**config.mk**
```make
export PLATFORM = sky130hd
export DESIGN_NAME = config_stream_loader_flat
export DESIGN_NICKNAME = d
export VERILOG_FILES = /design/src/rtl/config_stream_loader_if.sv /design/src/rtl/config_stream_loader.sv /design/src/flat_wrapper.sv
export SDC_FILE = /design/constraint.sdc
export NUM_CORES = 1
export LEC_CHECK = 0
export CAP_MARGIN = 20
export CORE_UTILIZATION = 55
export CTS_CLUSTER_SIZE = 14
export DETAILED_ROUTE_END_ITERATION = 10
export DONT_BUFFER_PORTS = 1
export HOLD_SLACK_MARGIN = 0.1
export PLACE_DENSITY_LB_ADDON = 0.3
export SETUP_SLACK_MARGIN = 0.3
export SLEW_MARGIN = 20
export SYNTH_ARGS = -nofsm -noshare
export SYNTH_HDL_FRONTEND = slang
export SYNTH_SLANG_ARGS = --single-unit
```
**constraint.sdc**
```tcl
create_clock -name clk_in -period 7.7 [get_ports clk_in]
set_input_delay 0.77 -clock clk_in [delete_from_list [all_inputs] [get_ports clk_in]]
set_output_delay 0.77 -clock clk_in [all_outputs]
set_load 0.02 [all_outputs]
```
**src/rtl/config_stream_loader_if.sv**
```systemverilog
// Host-side pair handshake and config-bus outputs of the stream loader.
// Latency: none (wires only).
// Backpressure: host_ready_out is driven by the loader; the config bus has no ready.
interface config_stream_loader_if;
    logic        host_valid_in;
    logic        host_ready_out;
    logic [31:0] host_addr_in;
    logic [31:0] host_data_in;
    logic        host_last_in;
    logic [31:0] config_addr_out;
    logic [31:0] config_data_out;
    logic        config_valid_out;

    modport master (
        output host_valid_in, host_addr_in, host_data_in, host_last_in,
        input  host_ready_out, config_addr_out, config_data_out, config_valid_out
    );

    modport slave (
        input  host_valid_in, host_addr_in, host_data_in, host_last_in,
        output host_ready_out, config_addr_out, config_data_out, config_valid_out
    );
endinterface

```
**src/rtl/config_stream_loader.sv**
```systemverilog
// Buffers host addr/data pairs and replays each on the CGRA config bus for HOLD cycles.
// Latency: 1 cycle from acceptance into an empty FIFO to the word appearing on the bus.
// Backpressure: host_ready_out low when the FIFO is full or once the last pair is taken.
module config_stream_loader #(
    parameter int DEPTH = 4,
    parameter int HOLD  = 1
) (
    input  logic                    clk_in,
    input  logic                    reset_in,
    config_stream_loader_if.slave   bus,
    input  logic                    clear_in,
    output logic                    config_done_out,
    output logic                    pad_enable_out,
    output logic [15:0]             word_count_out
);
    localparam int AW = $clog2(DEPTH);
    localparam logic [3:0] HOLD_M1 = 4'(HOLD - 1);

    typedef struct packed {
        logic        last;
        logic [31:0] addr;
        logic [31:0] data;
    } pair_t;

    typedef enum logic [1:0] {IDLE, LOAD, DRAIN, DONE} state_t;

    state_t      state, state_d;
    pair_t       mem [DEPTH];
    logic [AW:0] wr_ptr, rd_ptr;
    logic        empty, full, push, pop;
    logic        out_vld, out_last;
    logic [31:0] out_addr, out_data;
    logic [3:0]  hold_cnt;
    logic        issuer_free, hold_end, clear_done;

    // Extra pointer MSB distinguishes full from empty when the indices match.
    assign empty       = (wr_ptr == rd_ptr);
    assign full        = (wr_ptr[AW] != rd_ptr[AW]) && (wr_ptr[AW-1:0] == rd_ptr[AW-1:0]);
    assign bus.host_ready_out = !full && (state == IDLE || state == LOAD);
    assign push        = bus.host_valid_in && bus.host_ready_out;
    assign hold_end    = out_vld && (hold_cnt == 4'd0);
    assign issuer_free = !out_vld || (hold_cnt == 4'd0);
    assign pop         = issuer_free && !empty;
    assign clear_done  = (state == DONE) && clear_in;

    assign bus.config_valid_out = out_vld;
    assign bus.config_addr_out  = out_addr;
    assign bus.config_data_out  = out_data;
    assign config_done_out      = (state == DONE);

    always_ff @(posedge clk_in) begin
        if (push) begin
            mem[wr_ptr[AW-1:0]] <= '{last: bus.host_last_in,
                                     addr: bus.host_addr_in,
                                     data: bus.host_data_in};
        end
    end

    always_ff @(posedge clk_in or negedge reset_in) begin
        if (!reset_in) begin
            wr_ptr <= '0;
            rd_ptr <= '0;
        end else if (clear_done) begin
            wr_ptr <= '0;
            rd_ptr <= '0;
        end else begin
            if (push) wr_ptr <= wr_ptr + 1'b1;
            if (pop)  rd_ptr <= rd_ptr + 1'b1;
        end
    end

    // A new word loads on the same edge the previous hold ends, so holds abut.
    always_ff @(posedge clk_in or negedge reset_in) begin
        if (!reset_in) begin
            out_vld  <= 1'b0;
            out_last <= 1'b0;
            out_addr <= '0;
            out_data <= '0;
            hold_cnt <= '0;
        end else if (pop) begin
            out_vld  <= 1'b1;
            out_last <= mem[rd_ptr[AW-1:0]].last;
            out_addr <= mem[rd_ptr[AW-1:0]].addr;
            out_data <= mem[rd_ptr[AW-1:0]].data;
            hold_cnt <= HOLD_M1;
        end else if (issuer_free) begin
            out_vld  <= 1'b0;
            out_last <= 1'b0;
            out_addr <= '0;
            out_data <= '0;
            hold_cnt <= '0;
        end else begin
            hold_cnt <= hold_cnt - 4'd1;
        end
    end

    always_ff @(posedge clk_in or negedge reset_in) begin
        if (!reset_in) begin
            word_count_out <= '0;
        end else if (clear_done) begin
            word_count_out <= '0;
        end else if (pop && word_count_out != 16'hFFFF) begin
            word_count_out <= word_count_out + 16'd1;
        end
    end

    always_ff @(posedge clk_in or negedge reset_in) begin
        if (!reset_in) begin
            state          <= IDLE;
            pad_enable_out <= 1'b0;
        end else begin
            state          <= state_d;
            pad_enable_out <= (state == DONE) && (state_d == DONE);
        end
    end

    always_comb begin
        state_d = state;
        case (state)
            IDLE: begin
                if (push) state_d = bus.host_last_in ? DRAIN : LOAD;
            end
            LOAD: begin
                if (push && bus.host_last_in) state_d = DRAIN;
            end
            DRAIN: begin
                if (hold_end && out_last) state_d = DONE;
            end
            DONE: begin
                if (clear_in) state_d = IDLE;
            end
            default: state_d = IDLE;
        endcase
    end
endmodule

```
**src/flat_wrapper.sv**
```systemverilog
// flat-port wrapper written by rule: the top's interface ports become plain ports
module config_stream_loader_flat 
#(
    parameter int DEPTH = 4,
    parameter int HOLD  = 1
)
  (clk_in, reset_in, clear_in, config_done_out, pad_enable_out, word_count_out, bus_host_valid_in, bus_host_addr_in, bus_host_data_in, bus_host_last_in, bus_host_ready_out, bus_config_addr_out, bus_config_data_out, bus_config_valid_out);
  config_stream_loader_if bus_i ();
  input  logic clk_in;
  input  logic reset_in;
  input  logic clear_in;
  output logic config_done_out;
  output logic pad_enable_out;
  output logic [15:0] word_count_out;
  input wire logic [$bits(bus_i.host_valid_in)-1:0] bus_host_valid_in;
  input wire logic [$bits(bus_i.host_addr_in)-1:0] bus_host_addr_in;
  input wire logic [$bits(bus_i.host_data_in)-1:0] bus_host_data_in;
  input wire logic [$bits(bus_i.host_last_in)-1:0] bus_host_last_in;
  output wire logic [$bits(bus_i.host_ready_out)-1:0] bus_host_ready_out;
  output wire logic [$bits(bus_i.config_addr_out)-1:0] bus_config_addr_out;
  output wire logic [$bits(bus_i.config_data_out)-1:0] bus_config_data_out;
  output wire logic [$bits(bus_i.config_valid_out)-1:0] bus_config_valid_out;
  assign bus_i.host_valid_in = bus_host_valid_in;
  assign bus_i.host_addr_in = bus_host_addr_in;
  assign bus_i.host_data_in = bus_host_data_in;
  assign bus_i.host_last_in = bus_host_last_in;
  assign bus_host_ready_out = bus_i.host_ready_out;
  assign bus_config_addr_out = bus_i.config_addr_out;
  assign bus_config_data_out = bus_i.config_data_out;
  assign bus_config_valid_out = bus_i.config_valid_out;
  config_stream_loader #(.DEPTH(DEPTH), .HOLD(HOLD)) u_core (.clk_in(clk_in), .reset_in(reset_in), .bus(bus_i), .clear_in(clear_in), .config_done_out(config_done_out), .pad_enable_out(pad_enable_out), .word_count_out(word_count_out));
endmodule
```
==> run_summary.xml <==
<?xml version="1.0" encoding="UTF-8"?>
<metrics>
  <group name="global_route">
    <metric name="globalRouteTotalUtil" unit="%">21.0</metric>
    <metric name="grt_pass1_vias" unit="">7203</metric>
    <metric name="antenna_violations_before_repair" unit="">0</metric>
    <metric name="grt_first_pass_wirelength" unit="um">39000</metric>
    <metric name="global_route.overflow_total" unit="">0</metric>
    <metric name="largest_net_degree_at_the_start_of_global_routing" unit="">96</metric>
  </group>
  <group name="floorplanning">
    <metric name="dieHeight" unit="um">159</metric>
    <metric name="number_of_cell_rows" unit="">56</metric>
    <metric name="design.portCount" unit="">153</metric>
    <metric name="core" unit="um2">23800</metric>
    <metric name="dieArea" unit="um2">25200</metric>
    <metric name="chipWidth" unit="um">159</metric>
    <metric name="initial_utilization" unit="%">56.8</metric>
  </group>
  <group name="yosys">
    <metric name="postSynthCellCount" unit="">791</metric>
    <metric name="synth_seq_area_share" unit="%">75.4</metric>
    <metric name="synth_seq_cells" unit="">355</metric>
    <metric name="netlist-cell-type-count" unit="">41</metric>
    <metric name="mappedNetlistNets" unit="">868</metric>
    <metric name="asyncSetResetFlopFracSynth" unit="%">26.8</metric>
    <metric name="synth_edf_count" unit="">260</metric>
    <metric name="netlist_area" unit="um2">13500</metric>
    <metric name="avgSynthCellArea" unit="um2">17.1</metric>
    <metric name="ys.flop_type" unit="">sky130_fd_sc_hd__edfxtp_1</metric>
    <metric name="ys_warn_count" unit="">0</metric>
  </group>
  <group name="sta">
    <metric name="timing.final.hold_violations" unit="">0</metric>
    <metric name="grt_setup_unrepaired" unit="">no</metric>
    <metric name="rel_slew_slack" unit="%">29.5</metric>
    <metric name="max_slew.worst_pin.slew" unit="ns">1.06</metric>
    <metric name="worst_slack" unit="ns">3.83</metric>
    <metric name="clock.fmax" unit="GHz">0.258</metric>
    <metric name="finalSetupTns" unit="ns">0</metric>
    <metric name="max_slew_violations" unit="">0</metric>
    <metric name="post-route-period-util" unit="%">50.3</metric>
    <metric name="setup_viol_count_final" unit="">0</metric>
    <metric name="final.hold.worst_slack" unit="ns">0.188</metric>
    <metric name="post_layout_minimum_cycle_time" unit="ns">3.87</metric>
    <metric name="final.setup_skew" unit="ns">0.0193</metric>
  </group>
  <group name="finish">
    <metric name="most_common_cell_after_layout_fill_and_taps_aside" unit="">sky130_fd_sc_hd__edfxtp_1</metric>
    <metric name="multi_input_logic_area" unit="um2">3140</metric>
    <metric name="antenna_cells" unit="">0</metric>
    <metric name="fillerInstances" unit="">1620</metric>
    <metric name="layout_common_cells" unit="">sky130_fd_sc_hd__edfxtp_1, sky130_fd_sc_hd__nand2_1, sky130_fd_sc_hd__dfrtp_1</metric>
    <metric name="fin_nets" unit="">869</metric>
    <metric name="drive_above_1_share" unit="%">17.4</metric>
    <metric name="post_layout_nonfiller_instances" unit="">1139</metric>
    <metric name="regArea" unit="um2">10200</metric>
    <metric name="area_growth_syn_to_layout" unit="%">11.4</metric>
  </group>
  <group name="critical_path">
    <metric name="critical_path_arrival" unit="ns">3.99</metric>
    <metric name="reg2reg_depth" unit="">3</metric>
    <metric name="crit_path_max_fanout" unit="">68</metric>
    <metric name="cp-end-kind" unit="">flop</metric>
    <metric name="worst_setup_path_start_kind" unit="">flop</metric>
    <metric name="worstSetupPathType" unit="">flop to flop</metric>
    <metric name="required" unit="ns">7.82</metric>
  </group>
  <group name="drt">
    <metric name="via_total_after_detailed_routing" unit="">6695</metric>
    <metric name="drtPass1Iterations" unit="">5</metric>
    <metric name="wl_per_cell" unit="um">22.2</metric>
    <metric name="avgViaCountPerCell" unit="">5.88</metric>
    <metric name="detail_route.iter0.violations" unit="">457</metric>
    <metric name="detail_route.wirelength" unit="um">25300</metric>
    <metric name="route.detailed.drc" unit="">0</metric>
    <metric name="antenna_left" unit="">0</metric>
  </group>
  <group name="power_and_ir_drop">
    <metric name="internal_power" unit="mW">4.19</metric>
    <metric name="p_leak" unit="nW">5.36</metric>
    <metric name="swShare" unit="%">31.8</metric>
    <metric name="share_clk_of_total_power" unit="%">28.8</metric>
    <metric name="p_per_area" unit="nW/um2">408</metric>
    <metric name="sequentialPowerShare" unit="%">49.7</metric>
    <metric name="netSwitchingPower" unit="mW">1.95</metric>
    <metric name="comb_power_share" unit="%">21.5</metric>
    <metric name="vdd.ir_drop.worst" unit="mV">0.279</metric>
    <metric name="post-layout-total-power" unit="mW">6.14</metric>
  </group>
  <group name="placed_design">
    <metric name="io_buffer_count" unit="">0</metric>
    <metric name="hpwl" unit="um">14600</metric>
    <metric name="placed_cells_incl_taps" unit="">1071</metric>
    <metric name="pre_cts_slack" unit="ns">3.76</metric>
    <metric name="gp_congestion" unit="">0.767</metric>
  </group>
  <group name="clock_tree">
    <metric name="clk_buf_depth" unit="">3</metric>
    <metric name="worst_skew_pair.late_latency" unit="ns">0.51</metric>
    <metric name="htreeDepth" unit="">2</metric>
    <metric name="post_cts.resized_instances" unit="">0</metric>
    <metric name="post_cts_hold_buffer_count" unit="">1</metric>
    <metric name="clock_tree_from_tritoncts" unit="">yes</metric>
    <metric name="cts.root.buffer_cell" unit="">sky130_fd_sc_hd__clkbuf_16</metric>
    <metric name="cts-buffers-inserted" unit="">37</metric>
    <metric name="cts.clk_slew.worst_paths" unit="ns">0.06</metric>
    <metric name="clock_sinks" unit="">355</metric>
    <metric name="cts_setup_buffers" unit="">0</metric>
  </group>
  <group name="worst_hold_path">
    <metric name="worstHoldPathType" unit="">primary input to asynchronous set/reset pin</metric>
  </group>
  <group name="run">
    <metric name="max_cap_viol_count" unit="">0</metric>
  </group>
  <group name="status">
    <metric name="run_status" unit="">finished, final reports clean</metric>
  </group>
</metrics>
[worst max-delay path: stages, from the launching register on]
cell and delay, ns:
sky130_fd_sc_hd__dfrtp_4 1.09, sky130_fd_sc_hd__xnor2_1 0.38, sky130_fd_sc_hd__a31oi_1 0.93, sky130_fd_sc_hd__and3_4 1.05
[worst paths after layout]
path	startpoint	endpoint	slack (ns)
hold / removal	reset_in	u_core.bus.config_addr_out[11]	0.19
max in group asynchronous	reset_in	u_core.rd_ptr[0]	7.09
setup reg to reg	u_core.rd_ptr[1]	u_core.mem[3][1]	3.83
hold reg to reg	u_core.hold_cnt[0]	u_core.hold_cnt[0]	0.47
min in group clk_in	clear_in	u_core.pad_enable_out	0.33
setup / recovery	u_core.rd_ptr[1]	u_core.mem[3][1]	3.83
[synthesized netlist by cell type, types with 2 or more instances]
| master | n | share of area (%) |
|---|---|---|
| sky130_fd_sc_hd__xnor2_1 | 8 | 0.52 |
| sky130_fd_sc_hd__dfrtp_1 | 95 | 18 |
| sky130_fd_sc_hd__edfxtp_1 | 260 | 58 |
| sky130_fd_sc_hd__nand2_1 | 142 | 3.9 |
| sky130_fd_sc_hd__o21ai_0 | 12 | 0.44 |
| sky130_fd_sc_hd__nor2_1 | 14 | 0.39 |
| sky130_fd_sc_hd__clkbuf_1 | 28 | 0.78 |
| sky130_fd_sc_hd__xor2_1 | 3 | 0.19 |
| sky130_fd_sc_hd__nor4_1 | 2 | 0.093 |
| sky130_fd_sc_hd__inv_1 | 9 | 0.25 |
| sky130_fd_sc_hd__nand4_1 | 2 | 0.093 |
| sky130_fd_sc_hd__mux2i_1 | 2 | 0.15 |
| sky130_fd_sc_hd__nand4b_1 | 2 | 0.13 |
| sky130_fd_sc_hd__or3_1 | 10 | 0.46 |
| sky130_fd_sc_hd__buf_1 | 4 | 0.11 |
| sky130_fd_sc_hd__o21ai_1 | 2 | 0.074 |
| sky130_fd_sc_hd__ha_1 | 8 | 0.74 |
| sky130_fd_sc_hd__nor3_1 | 2 | 0.074 |
| sky130_fd_sc_hd__buf_2 | 8 | 0.30 |
| sky130_fd_sc_hd__a21oi_1 | 15 | 0.56 |
| sky130_fd_sc_hd__and3_1 | 6 | 0.28 |
| sky130_fd_sc_hd__nand3_1 | 71 | 2.6 |
| sky130_fd_sc_hd__mux4_2 | 65 | 11 |
| sky130_fd_sc_hd__and2_0 | 2 | 0.093 |
| sky130_fd_sc_hd__o221ai_2 | 3 | 0.33 |
[sequential cells by signal, summed over array words and instances (netlist names)]
register,flops
u_core.word_count_out,16
u_core.state,2
u_core.out_last,1
u_core.bus.config_valid_out,1
u_core.mem,260
u_core.rd_ptr,3
u_core.wr_ptr,3
u_core.pad_enable_out,1
u_core.hold_cnt,4
u_core.bus.config_data_out,32
u_core.bus.config_addr_out,32
[cell type report]
class	count	share of cell area, %
clock buffer	51	6.84
clock inverter	16	1.31
inverter	9	0.225
timing repair buffer	4	0.333
tap	319	2.65
multi-input combinational	385	20.9
sequential	355	67.7
[per-layer routing]
layer  vias up  wire [um]  GRT usage (%)
li1       2997          -              -
met1      3411       9450           24.9
met2       247      13000           37.4
met3        40       2320           6.56
met4         0        473           5.36
met5         -          0              0
[power by group through the flow]
| stage | Sequential, mW | Combinational [mW] | Clock, mW |
|---|---|---|---|
| 3_5_place_dp | 3.10 | 1.34 | 0 |
| 6_report | 3.05 | 1.32 | 1.77 |
| 2_1_floorplan | 2.92 | 1.14 | 0 |
| 3_3_place_gp | 3.07 | 1.29 | 0 |
| 5_1_grt | 3.11 | 1.47 | 1.87 |
| 4_1_cts | 3.07 | 1.36 | 1.80 |
[cell families after synthesis]
kind of cell             share of synthesized area [%]
AO/OA/AOI/OAI                                     1.98
XOR/XNOR                                         0.714
adder cells (fa/ha/maj)                          0.741
buffers and inverters                             1.56
flip-flops                                        75.4
multiplexers                                      11.0
AND/OR/NAND/NOR                                   8.59
[through the flow]
stage          cell area [um2]  utilization, %
5_1_grt                  15000            63.3
3_5_place_dp             13800            58.1
2_1_floorplan            13500               -
4_1_cts                  15000            63.3
6_report                 15000            63.3
3_3_place_gp             13800            58.1
Note: power is estimated with default switching activity, not from simulation.
